$ cat src/rtl/accum_cpu_pkg.sv
// accum_cpu_pkg: shared ISA and FSM definitions for the accumulator CPU core.
// Opcode field values, SKIPCOND condition codes and the controller state encoding.
package accum_cpu_pkg;

  localparam int OPC_W = 4;

  localparam logic [OPC_W-1:0] OP_LOAD     = 4'h0;
  localparam logic [OPC_W-1:0] OP_STORE    = 4'h1;
  localparam logic [OPC_W-1:0] OP_ADD      = 4'h2;
  localparam logic [OPC_W-1:0] OP_SUB      = 4'h3;
  localparam logic [OPC_W-1:0] OP_AND      = 4'h4;
  localparam logic [OPC_W-1:0] OP_OR       = 4'h5;
  localparam logic [OPC_W-1:0] OP_SKIPCOND = 4'h6;
  localparam logic [OPC_W-1:0] OP_JUMP     = 4'h7;
  localparam logic [OPC_W-1:0] OP_CLEAR    = 4'h8;
  localparam logic [OPC_W-1:0] OP_HALT     = 4'h9;

  // SKIPCOND condition codes, taken from the two top bits of the operand field
  localparam logic [1:0] COND_NEG   = 2'b00;
  localparam logic [1:0] COND_ZERO  = 2'b01;
  localparam logic [1:0] COND_POS   = 2'b10;
  localparam logic [1:0] COND_NEVER = 2'b11;

  typedef enum logic [2:0] {
    IDLE     = 3'd0,
    FETCH    = 3'd1,
    LATCH    = 3'd2,
    EXEC     = 3'd3,
    MEM_WAIT = 3'd4,
    ALU      = 3'd5,
    HALTED   = 3'd6
  } state_t;

  // Opcodes A-F have no defined behaviour
  function automatic logic is_defined_op(input logic [OPC_W-1:0] op);
    return (op <= OP_HALT);
  endfunction

endpackage

$ cat src/rtl/accum_alu.sv
// accum_alu: combinational accumulator update for the memory-operand instructions.
// LOAD passes the memory word through; ADD/SUB wrap with no flags.
module accum_alu
  import accum_cpu_pkg::*;
#(
  parameter int DATA_WIDTH = 32
) (
  input  logic [OPC_W-1:0]      i_opcode,
  input  logic [DATA_WIDTH-1:0] i_ac,
  input  logic [DATA_WIDTH-1:0] i_mbr,
  output logic [DATA_WIDTH-1:0] o_result
);

  // Select the new accumulator value from the opcode
  always_comb begin
    // NOTE: assign a default before the case so every path drives o_result and no latch is inferred.
    o_result = i_ac;
    case (i_opcode)
      OP_LOAD: o_result = i_mbr;
      OP_ADD:  o_result = i_ac + i_mbr;
      OP_SUB:  o_result = i_ac - i_mbr;
      OP_AND:  o_result = i_ac & i_mbr;
      OP_OR:   o_result = i_ac | i_mbr;
      default: o_result = i_ac;
    endcase
  end

endmodule

$ cat src/rtl/accum_cpu_core.sv
// accum_cpu_core: multicycle accumulator CPU driving a single-port synchronous RAM
// with a one-cycle registered read. Start/halted handshake, retired-instruction counter
// and a sticky illegal-opcode flag.
// Build option: define ACCUM_TRAP_ILLEGAL_EN to halt on an undefined opcode instead of
// treating it as a NOP.
module accum_cpu_core
  import accum_cpu_pkg::*;
#(
  parameter int                    DATA_WIDTH = 32,
  parameter int                    ADDR_WIDTH = 28,
  parameter logic [ADDR_WIDTH-1:0] RESET_PC   = 'h100,
  parameter int                    CNT_WIDTH  = 32
) (
  input  logic                  clk,
  input  logic                  rst,
  input  logic                  start,
  output logic [ADDR_WIDTH-1:0] mem_addr,
  output logic [DATA_WIDTH-1:0] mem_wdata,
  input  logic [DATA_WIDTH-1:0] mem_rdata,
  output logic                  mem_cs,
  output logic                  mem_we,
  output logic                  mem_oe,
  output logic                  halted,
  output logic                  busy,
  output logic [DATA_WIDTH-1:0] acc,
  output logic [ADDR_WIDTH-1:0] pc,
  output logic [CNT_WIDTH-1:0]  retired,
  output logic                  illegal
);

  state_t                  r_state;
  state_t                  w_next_state;
  logic [ADDR_WIDTH-1:0]   r_pc;
  logic [DATA_WIDTH-1:0]   r_ac;
  logic [DATA_WIDTH-1:0]   r_ir;
  logic [DATA_WIDTH-1:0]   r_mbr;
  logic [CNT_WIDTH-1:0]    r_retired;
  logic                    r_illegal;

  logic [OPC_W-1:0]        w_opcode;
  logic [ADDR_WIDTH-1:0]   w_operand;
  logic [1:0]              w_cond;
  logic                    w_skip;
  logic                    w_retire;
  logic [DATA_WIDTH-1:0]   w_alu_result;
  logic [ADDR_WIDTH-1:0]   w_mem_addr;
  logic [DATA_WIDTH-1:0]   w_mem_wdata;
  logic                    w_mem_cs;
  logic                    w_mem_we;
  logic                    w_mem_oe;

  assign w_opcode  = r_ir[DATA_WIDTH-1 -: OPC_W];
  assign w_operand = r_ir[ADDR_WIDTH-1:0];
  assign w_cond    = r_ir[ADDR_WIDTH-1 -: 2];

  // IR bits between the operand and the opcode carry no meaning
  if (DATA_WIDTH > ADDR_WIDTH + OPC_W) begin : g_ir_gap
    logic w_unused_ir_gap;
    assign w_unused_ir_gap = ^r_ir[DATA_WIDTH-OPC_W-1:ADDR_WIDTH];
  end

  accum_alu #(
    .DATA_WIDTH (DATA_WIDTH)
  ) u_alu (
    .i_opcode (w_opcode),
    .i_ac     (r_ac),
    .i_mbr    (r_mbr),
    .o_result (w_alu_result)
  );

  // Evaluate the signed SKIPCOND test against the current accumulator
  always_comb begin
    w_skip = 1'b0;
    case (w_cond)
      COND_NEG:  w_skip = r_ac[DATA_WIDTH-1];
      COND_ZERO: w_skip = (r_ac == '0);
      COND_POS:  w_skip = !r_ac[DATA_WIDTH-1] && (r_ac != '0);
      default:   w_skip = 1'b0;
    endcase
  end

  // Next-state, memory strobes and retire pulse for the controller
  always_comb begin
    w_next_state = r_state;
    w_mem_addr   = '0;
    w_mem_wdata  = '0;
    w_mem_cs     = 1'b0;
    w_mem_we     = 1'b0;
    w_mem_oe     = 1'b0;
    w_retire     = 1'b0;
    case (r_state)
      IDLE, HALTED: begin
        if (start) w_next_state = FETCH;
      end
      FETCH: begin
        w_mem_addr   = r_pc;
        w_mem_cs     = 1'b1;
        w_mem_oe     = 1'b1;
        w_next_state = LATCH;
      end
      LATCH: w_next_state = EXEC;
      EXEC: begin
        case (w_opcode)
          OP_LOAD, OP_ADD, OP_SUB, OP_AND, OP_OR: begin
            w_mem_addr   = w_operand;
            w_mem_cs     = 1'b1;
            w_mem_oe     = 1'b1;
            w_next_state = MEM_WAIT;
          end
          OP_STORE: begin
            w_mem_addr   = w_operand;
            w_mem_wdata  = r_ac;
            w_mem_cs     = 1'b1;
            w_mem_we     = 1'b1;
            w_next_state = FETCH;
            w_retire     = 1'b1;
          end
          OP_SKIPCOND, OP_JUMP, OP_CLEAR: begin
            w_next_state = FETCH;
            w_retire     = 1'b1;
          end
          OP_HALT: begin
            w_next_state = HALTED;
            w_retire     = 1'b1;
          end
          default: begin
`ifdef ACCUM_TRAP_ILLEGAL_EN
            // Trap: stop without counting the offending word as retired
            w_next_state = HALTED;
`else
            w_next_state = FETCH;
            w_retire     = 1'b1;
`endif
          end
        endcase
      end
      MEM_WAIT: w_next_state = ALU;
      ALU: begin
        w_next_state = FETCH;
        w_retire     = 1'b1;
      end
      default: w_next_state = IDLE;
    endcase
  end

  // Controller state register
  always_ff @(posedge clk) begin
    // NOTE: sequential state uses non-blocking assignments so every register samples pre-edge values.
    if (rst) r_state <= IDLE;
    else     r_state <= w_next_state;
  end

  // Datapath registers: PC, IR, MBR, accumulator, retire counter and illegal flag
  always_ff @(posedge clk) begin
    if (rst) begin
      r_pc      <= RESET_PC;
      r_ac      <= '0;
      r_ir      <= '0;
      r_mbr     <= '0;
      r_retired <= '0;
      r_illegal <= 1'b0;
    end else begin
      if (w_retire) r_retired <= r_retired + CNT_WIDTH'(1);
      case (r_state)
        IDLE, HALTED: begin
          if (start) r_pc <= RESET_PC;
        end
        LATCH: begin
          r_ir <= mem_rdata;
          r_pc <= r_pc + ADDR_WIDTH'(1);
        end
        EXEC: begin
          case (w_opcode)
            OP_SKIPCOND: if (w_skip) r_pc <= r_pc + ADDR_WIDTH'(1);
            OP_JUMP:     r_pc <= w_operand;
            OP_CLEAR:    r_ac <= '0;
            default:     if (!is_defined_op(w_opcode)) r_illegal <= 1'b1;
          endcase
        end
        MEM_WAIT: r_mbr <= mem_rdata;
        ALU:      r_ac  <= w_alu_result;
        default: ;
      endcase
    end
  end

  // Strobes are forced low while rst is high so a write in flight at reset never lands
  assign mem_addr  = rst ? '0 : w_mem_addr;
  assign mem_wdata = rst ? '0 : w_mem_wdata;
  assign mem_cs    = w_mem_cs & ~rst;
  assign mem_we    = w_mem_we & ~rst;
  assign mem_oe    = w_mem_oe & ~rst;

  assign halted  = (r_state == HALTED);
  assign busy    = (r_state != IDLE) && (r_state != HALTED);
  assign acc     = r_ac;
  assign pc      = r_pc;
  assign retired = r_retired;
  assign illegal = r_illegal;

endmodule
$ cat config.mk
export PLATFORM = sky130hd
export DESIGN_NAME = accum_cpu_core
export DESIGN_NICKNAME = d
export VERILOG_FILES = /design/src/rtl/accum_cpu_pkg.sv /design/src/rtl/accum_alu.sv /design/src/rtl/accum_cpu_core.sv
export SDC_FILE = /design/constraint.sdc
export NUM_CORES = 1
export LEC_CHECK = 0
export ABC_AREA = 0
export CAP_MARGIN = 20
export CORE_UTILIZATION = 45
export DETAILED_ROUTE_END_ITERATION = 7
export HOLD_SLACK_MARGIN = 0.12
export PLACE_DENSITY = 0.71
export SYNTH_ARGS = -nofsm -noshare
export SYNTH_HDL_FRONTEND = slang
export SYNTH_SLANG_ARGS = --single-unit
$ cat constraint.sdc
create_clock -name clk -period 4.15 [get_ports clk]
set_input_delay 0.6225 -clock clk [delete_from_list [all_inputs] [get_ports clk]]
set_output_delay 0.6225 -clock clk [all_outputs]
set_load 0.05 [all_outputs]
-- Yosys cells after proc, flatten, opt, wreduce, memory -nomap -nowiden
Cells that the tools add are included.
- bits in registers: 160
- bits of input ports: 35
- logic and storage cells: 86
- muxes and demuxes: 25
- equality and inequality tests: 23
- order comparisons: 1
- add/subtract/negate cells: 4
- reduce and logical (&&, ||, !) cells: 18
- bitwise gates (word level): 8
- operator list (cell ; number):
    one-hot mux 32 bit (5 select lines) ; 1
    two-way mux 32 bit ; 4
    two-way mux 28 bit ; 4
    one-hot mux 28 bit (2 select lines) ; 2
    one-hot mux 28 bit (3 select lines) ; 1
    one-hot mux 32 bit (2 select lines) ; 1
    adder 32 x 1 -> 32 bit (second input constant) ; 1
    adder 32 bit ; 1
    AND 32 bit ; 1
    logical NOT 32 bit ; 1
    bitwise OR 32 bit ; 1
    nonzero test 32 bit ; 1
    subtractor 32 bit ; 1
    adder 28 x 1 -> 28 bit (second input constant) ; 1
    one-hot mux 3 bit (6 select lines) ; 1
    equality test 4 x 3 -> 1 bit (second input constant) ; 4
    equality test 3 bit (second input constant) ; 3
    != test 3 bit (second input constant) ; 3
    equality test 4 x 2 -> 1 bit (second input constant) ; 2
    equality test 4 bit (second input constant) ; 2
    equality test 3 x 2 -> 1 bit (second input constant) ; 2
    != test 6 x 1 -> 1 bit (second input constant) ; 1
    one-hot mux 1 bit (2 select lines) ; 3
    one-hot mux 3 bit (2 select lines) ; 1
    24 further kinds ; 36

-- Depth between registers and ports, before layout
Gate-level depths: netlist of the first run.
- depth after elaboration: 6
- depth in mapped cells: 19
- mapped depth without buffers: 18

-- By module
A second synthesis of the first run with hierarchy kept.
- cells, all modules: 1498
- area total of the unflattened synthesis: 10981.8 um^2
- by module, submodules not included (module ; area an instance (um^2) ; cells an instance ; instances ; sequential area each (um^2)):
    accum_cpu_core ; 7568.5 ; 972 ; 1 ; 3203.1
    accum_alu ; 3413.3 ; 526 ; 1 ; 0.0

-- Worst setup path before layout of the first run
Ideal clock, no wire load.
- path kind: reg-to-reg
- start point: reg r_ir[29]
- end point: reg r_ac[28] (netlist: acc[28])
- path slack: -92 ps
- data arrival time: 4176 ps
- period minus slack after synthesis: 4242 ps
- library setup time: 65 ps
- path buffers: 3
- stages on the path, launching flop included: 20
- data required time: 4085 ps
- cell sequence: dfxtp_1 > buf_2 > inv_2 > nor2_1 > nand2b_1 > clkbuf_1 > nor2_1 > clkbuf_1 > nor2_1 > xnor2_1 > ha_1 > nor2b_4 > o31a_1 > o311ai_4 > o21ai_2 > and4_1 > or3_4 > a41oi_2 > mux2_1 > nor2_1
- word-level cells in the longest chain between the ends: 3
- elaborated cells on any way between the ends: 11
- classes of those cells: 7 x eq/ne; 2 x mux; 2 x reduce/logical
- RTL lines (item ; RTL line ; text):
    from (decl) ; accum_cpu_core.sv:35 ; logic [DATA_WIDTH-1:0] r_ir;
    from (signal assigned) ; accum_cpu_core.sv:169 ; r_ir <= mem_rdata;
    equality test 4 x 3 -> 1 bit, or another cell as far along ; accum_alu.sv:18 ; case (i_opcode)
    one-hot mux 32 bit (5 select lines), or another cell as far along ; accum_alu.sv:18 ;
    one-hot mux 32 bit (2 select lines) / AND reduction 3 bit (equally long branches) ; -- ;
    to (signal assigned) ; accum_cpu_core.sv:181 ; ALU: r_ac <= w_alu_result;
    to (decl) ; accum_cpu_core.sv:34 ; logic [DATA_WIDTH-1:0] r_ac;
Parallel ways exist; a longest one is shown, timed or not.
A chain may end at the register's enable or synchronous reset.

-- Final worst setup path of the first run
- start point: reg r_ir[30]
- end point: reg r_ac[28] (netlist: acc[28])
Same word-level chain as after synthesis.

==> run summary, run 1 <==
Status - complete, no violations
Number of diodes - 0
Via count - 11,600
GR met2 Demand/Resource - 49.3%
Setup violators final - 0
Total Power - 4.72 mW
Clock tree sinks - 160
Fin crit share - 95.0%
Die area - 24,500 um2
Worst path slowest cell - or3_4
Vias per inst - 5.94
I/O pin total - 193
First-pass GRT wire length - 58.0 mm
Core area - 23,500 um2
Met1 Use GR - 40.7%
Fill count - 2,202
CTS HTree Levels - 4
CTS Hold Bufs - 0
Fraction of layout cells with a size suffix above 1 - 7.64%
CP Cell Sequence - inv_2, nand2_1, nor2_1, nand2_1, o31ai_1, xor2_1, ha_1, o21a_1, o31a_1, o311ai_4, o21ai_2, and4_1, or3_4, a41oi_2, mux2_1, nor2_1
Final Util - 57.8%
Setup bufs post-CTS - 0
Vias in the first global route - 10,500
Skew final - 0.0182 ns
Gr busiest metal - met2
Clock tree from TritonCTS - done
Worst path max stage delay - 0.38 ns
Leak - 4.80 nW
WL/cell - 18.9 um
Post-Syn Instances - 1,472
Post-DRT Antenna Nets - 0
Clk root buf - clkbuf_16
Worst Setup Start Kind - register
Crit-path max FO - 14
Setup repair after global routing missed its margin - no
Synth warnings - 0
Die Y - 157 um
Post-Syn Nets - 1,544
Seq cells post-synth - 160
Max frequency - 254 MHz
Reg area - 3200 um2
CTS buffer count - 17
Synthesis-to-layout area growth - 26.3%
GPL Wtd Cong - 0.935
Prevailing post-synth register cell - dfxtp_1
Final wirelength - 37.0 mm
Initial DRC Count - 1,150
Peak VDD IR - 0.268 mV
Post-DP HPWL - 26.8 mm
DRC Markers - 0
PD cells - 347 nW/um2
Worst setup EP type - register
Min-Delay Path Class - register to register
Final #Nets - 1,695
First-pass iteration count of the detailed router - 5
Worst Setup Path Type - register to register
CP Data Arrival Time - 4.33 ns
Max transition margin - 27.8%
Setup TNS - 0 ns
Overflow left after global routing - 0
Initial core utilization - 45.8%
Initial antenna violation count - 1
Clock network latency to the later pin of the worst-skew pair - 0.44 ns
Least-Margin Pin Slew - 1.08 ns
EDFF count, synth - 0
Largest net degree at the start of global routing - 92
Syn_area_per_cell - 7.30 um2
Share of flip-flops with an asynchronous set or reset after synthesis - 0%
Maximum clock path buffer count - 2
Worst EP required - 4.53 ns
Max-slew violations - 0
All-Layer GR Usage - 30.1%
Share of the yosys chip area belonging to registers - 29.8%
Fin. Hold Viols - 0
Met3 Usage GRT - 4.62%
Placement row count - 56
Resize count post-CTS - 0
Clock Pin Slew Worst Setup and Hold Paths - 0.08 ns
Distinct cells, synth - 82
Port Buffer Count - 192
Multi-input logic area - 7110 um2
Fin crit period - 3.94 ns
DIE WIDTH - 157 um
Synth Cell Area - 10,700 um2
Max Cap Violations - 0
-- sequential cells by signal, summed over array words and instances, names as in the netlist --
| register | cells |
|---|---|
| r_ir | 32 |
| illegal | 1 |
| r_mbr | 32 |
| retired | 32 |
| r_state | 3 |
| acc | 32 |
| pc | 28 |
-- cell usage after synthesis, drive strengths merged, types with 36 or more instances --
master  count  share of area, %
nand2     217               7.6
a21oi     170               8.0
dfxtp     160                30
nor2      159               5.6
o21ai     100               4.8
clkbuf     78               2.7
a22oi      51               3.6
xnor2      47               3.8
xor2       45               3.7
and2       40               2.3
nand3      39               1.9
ha         36               4.2
-- stage by stage --
step	std cells	cell area [um2]	hold slack, ns	worst slack [ns]
after floorplan	1472	10800	0.448	0.0206
after global placement	1922	13000	0.468	0.254
after detailed placement	1922	13000	0.472	0.189
after CTS	1954	13500	0.481	0.175
after global routing	1955	13600	0.510	0.00141
final	1955	13600	0.481	0.206
-- path summary, 6_finish.rpt --
| check | from | endpoint | slack [ns] | cells past startpoint |
|---|---|---|---|---|
| worst min register to register | r_ir[21] | r_ir[21] | 0.48 | 2 |
| worst min-delay path | r_ir[21] | r_ir[21] | 0.48 | 2 |
| worst max register to register | r_ir[30] | acc[28] | 0.21 | 16 |
| worst max-delay path | r_ir[30] | acc[28] | 0.21 | 16 |
-- where the power goes --
| part | switching [mW] | internal, mW |
|---|---|---|
| registers | 0.0767 | 1.58 |
| logic | 0.927 | 0.566 |
| clock network | 0.751 | 0.816 |
-- area by class of cell --
cell class                 count  area share (%)
multi-input combinational   1187            52.4
sequential                   160            23.6
timing repair buffer         231            16.1
clock buffer                  18            3.24
tap                          319            2.94
clock inverter                14           0.986
inverter                      26           0.719
-- critical path, delay by kind of cell, from the launching register on --
family,cells,cell delay [ns]
xor gates and xnor gates,1,0.22
and+or+nand+nor,6,1.17
muxes,1,0.34
adders and majority gates,1,0.32
buffers and inverters,1,0.21
DFF,1,0.33
AOI/OAI and AO/OA,6,1.30
-- per-layer routing --
metal	vias to the layer above	routed length, um
met5	-	0
met4	0	779
met3	60	3160
met2	579	17200
met1	5408	15800
li1	5561	-
-- logic make-up after synthesis --
family	Yosys count	synth area share [%]
buffers and inverters	125	4.52
xor gates and xnor gates	92	7.50
DFF	160	29.8
AOI/OAI and AO/OA	459	27.0
muxes	3	0.291
adders and majority gates	42	4.84
and+or+nand+nor	591	26.1
-- cell usage in the layout (no fill, tap or decap), drive strengths merged, types with 11 or more instances in the layout --
cell and n:
xor2 45, a221oi 15, and2 40, a22oi 51, ha 36, clkdlybuf4s50 179
nor2 159, clkbuf 18, o22ai 12, nand2 217, inv 37, buf 52
and3 22, nand2b 19, nor3 31, a211oi 11, nand4 13, dfxtp 160
o21ai 100, o221ai 12, or3 14, nand3 39, a21oi 170, xnor2 47
o31ai 12, nor4 16
No activity file was read; power rests on OpenSTA's default activity.
==> inputs of run 2 (changes only) <==
--- a/config.mk
+++ b/config.mk
@@ -7,10 +7,12 @@
 export LEC_CHECK = 0
 export ABC_AREA = 0
 export CAP_MARGIN = 20
+export CORE_MARGIN = 3
 export CORE_UTILIZATION = 45
 export DETAILED_ROUTE_END_ITERATION = 7
 export HOLD_SLACK_MARGIN = 0.12
 export PLACE_DENSITY = 0.71
+export SLEW_MARGIN = 20
 export SYNTH_ARGS = -nofsm -noshare
 export SYNTH_HDL_FRONTEND = slang
 export SYNTH_SLANG_ARGS = --single-unit
==> run 2 against run 1 <==
  * Sequential share of layout area is 0.13 points lower
  * Power is 2.7% higher
  * Sequential cell count stayed put
  * Combinational power hardly changed
  * Critical path type unchanged
  * Critical endpoint unchanged
  * Highest routed layer is now met5
==> run summary, run 2 (same netlist as run 1, synthesis figures left out) <==
All-Layer GR Usage - 28.7% (was 30.1%)
Worst path max stage delay - 0.38 ns (about the same)
First-pass iteration count of the detailed router - 5 (unchanged)
Least-Margin Pin Slew - 1.10 ns (was 1.08 ns)
Largest delay share family, worst path - compound AO/OA/AOI/OAI gates (unchanged)
Fin. Hold Viols - 0 (unchanged)
Number of diodes - 0 (unchanged)
Skew final - 0.0119 ns (was 0.0182 ns)
PD cells - 355 nW/um2 (was 347 nW/um2)
CP Cell Sequence - buf_4, nand2_1, nor2_1, nand2_1, o31ai_1, xor2_1, ha_1, o21a_1, o31a_1, o311ai_4, o21ai_2, and4_1, or3_4, a41oi_2, mux2_1, nor2_1 (was inv_2, nand2_1, nor2_1, nand2_1, o31ai_1, xor2_1, ha_1, o21a_1, o31a_1, o311ai_4, o21ai_2, and4_1, or3_4, a41oi_2, mux2_1, nor2_1)
WL/cell - 19.4 um (was 18.9 um)
GPL Wtd Cong - 0.988 (was 0.935)
Placement row count - 55 (was 56)
Post-DP HPWL - 27.6 mm (was 26.8 mm)
Most frequent cells in the layout - nand2_1 (215), a21oi_1 (168), dfxtp_1 (159), clkdlybuf4s50_1 (159), nor2_1 (152) (was nand2_1 (215), clkdlybuf4s50_1 (179), a21oi_1 (168), dfxtp_1 (160), nor2_1 (153))
Initial DRC Count - 959 (was 1,150)
Setup TNS - 0 ns (unchanged)
Clock network latency to the later pin of the worst-skew pair - 0.44 ns (about the same)
Worst Setup Start Kind - register (unchanged)
Maximum clock path buffer count - 2 (unchanged)
Worst EP required - 4.53 ns (about the same)
Post-DRT Antenna Nets - 0 (unchanged)
I/O pin total - 193 (unchanged)
Worst reg-to-reg path cell count - 16 (unchanged)
First-pass GRT wire length - 60.6 mm (was 58.0 mm)
Fin crit period - 3.89 ns (was 3.94 ns)
Leak - 4.91 nW (was 4.80 nW)
Clk root buf - clkbuf_16 (unchanged)
Vias in the first global route - 11,100 (was 10,500)
Max-slew violations - 0 (unchanged)
Vias per inst - 6.00 (was 5.94)
Initial core utilization - 46.6% (was 45.8%)
Overflow left after global routing - 0 (unchanged)
Synthesis-to-layout area growth - 27.1% (was 26.3%)
Commonest non-fill, non-tap cell in the layout - nand2_1 (unchanged)
Status - complete, no violations (unchanged)
Clock tree sinks - 160 (unchanged)
Max Cap Violations - 0 (unchanged)
DRC Markers - 0 (unchanged)
CP Depth - 16 (unchanged)
Core area - 23,100 um2 (was 23,500 um2)
Max transition margin - 26.7% (was 27.8%)
Final wirelength - 38.0 mm (was 37.0 mm)
Crit-path max FO - 11 (was 14)
Die Y - 161 um (was 157 um)
Port Buffer Count - 192 (unchanged)
Fraction of layout cells with a size suffix above 1 - 9.72% (was 7.64%)
CP bufs+invs - 1 (unchanged)
Largest net degree at the start of global routing - 71 (was 92)
CTS HTree Levels - 4 (unchanged)
CP Data Arrival Time - 4.27 ns (was 4.33 ns)
Final Util - 59.2% (was 57.8%)
Worst setup EP type - register (unchanged)
DIE WIDTH - 161 um (was 157 um)
Via count - 11,800 (was 11,600)
Clock tree from TritonCTS - done (unchanged)
Max frequency - 257 MHz (was 254 MHz)
Initial antenna violation count - 2 (was 1)
Clock Pin Slew Worst Setup and Hold Paths - 0.07 ns (was 0.08 ns)
Worst Setup Path Type - register to register (unchanged)
Final #Nets - 1,705 (was 1,695)
Die area - 25,800 um2 (was 24,500 um2)
Hold Crit Depth - 2 (unchanged)
Min-Delay Path Class - register to register (unchanged)
CTS buffer count - 17 (unchanged)
Placed cells - 1,923 (was 1,922)
Final std cells w/o fill - 1,959 (was 1,955)
Fin crit share - 93.8% (was 95.0%)
Worst path slowest cell - or3_4 (unchanged)
Peak VDD IR - 0.304 mV (was 0.268 mV)
Setup violators final - 0 (unchanged)
run 2: cell types whose count changed in the layout (fill, tap and decap cells not counted), sizes merged:
cell | before | now
bufinv | 0 | 2
inv | 37 | 34
clkdlybuf4s50 | 179 | 159
buf | 52 | 82
clkinvlp | 1 | 2
clkbuf | 18 | 17
clkinv | 2 | 3
run 2: worst paths after layout:
path / slack (ns) / endpoint / start
setup / recovery: 0.26 / acc[28] / r_ir[29]
hold / removal: 0.50 / r_ir[21] / r_ir[21]
setup reg to reg: 0.26 / acc[28] / r_ir[29]
hold reg to reg: 0.50 / r_ir[21] / r_ir[21]
run 2: worst reg2reg max path, cell delays in order (launching register included):
cell	delay [ns]
dfxtp_1	0.37
buf_4	0.22
nand2_1	0.09
nor2_1	0.13
nand2_1	0.25
o31ai_1	0.17
xor2_1	0.19
ha_1	0.31
o21a_1	0.21
o31a_1	0.13
o311ai_4	0.35
o21ai_2	0.16
and4_1	0.23
or3_4	0.38
a41oi_2	0.22
mux2_1	0.33
nor2_1	0.09
run 2: per-stage QoR:
stage                     power [mW]  hold WS, ns  cell area [um2]  setup WS, ns
after floorplan                 2.73        0.448            10800        0.0206
after global placement          3.14        0.463            13000         0.249
after detailed placement        3.14        0.485            13000         0.151
after CTS                       4.81        0.500            13600         0.122
after global routing            5.06        0.524            13700       -0.0139
final                           4.85        0.498            13700         0.257
run 2: area by class of cell:
| class | instances | area, um2 |
|---|---|---|
| well taps | 313 | 392 |
| repair buffers | 241 | 2220 |
| inverters | 26 | 97.6 |
| multi-input cells | 1187 | 7120 |
| clock buffers | 17 | 425 |
| fillers | 2168 | 9400 |
| flip-flops and latches | 160 | 3200 |
| clock inverters | 15 | 195 |
run 2: repair_timing:
action	CTS	global route
hold endpoints to repair	0	0
endpoints found under the setup margin	0	5
gates resized for setup	0	10
hold buffers	0	0
setup buffers	0	4
run 2: power by group:
group	internal, mW	leakage, nW	switching, mW
Combinational	0.587	3.31	0.928
Sequential	1.58	1.29	0.0764
Clock	0.922	0.300	0.755
run 2: layer usage:
metal	up-vias	part of all wire, %	track usage, %
met4	4	3.2	9.39
met3	91	10	8.28
met1	5455	41	37.0
li1	5597	-	-
met2	613	45	46.2
met5	-	0.074	0
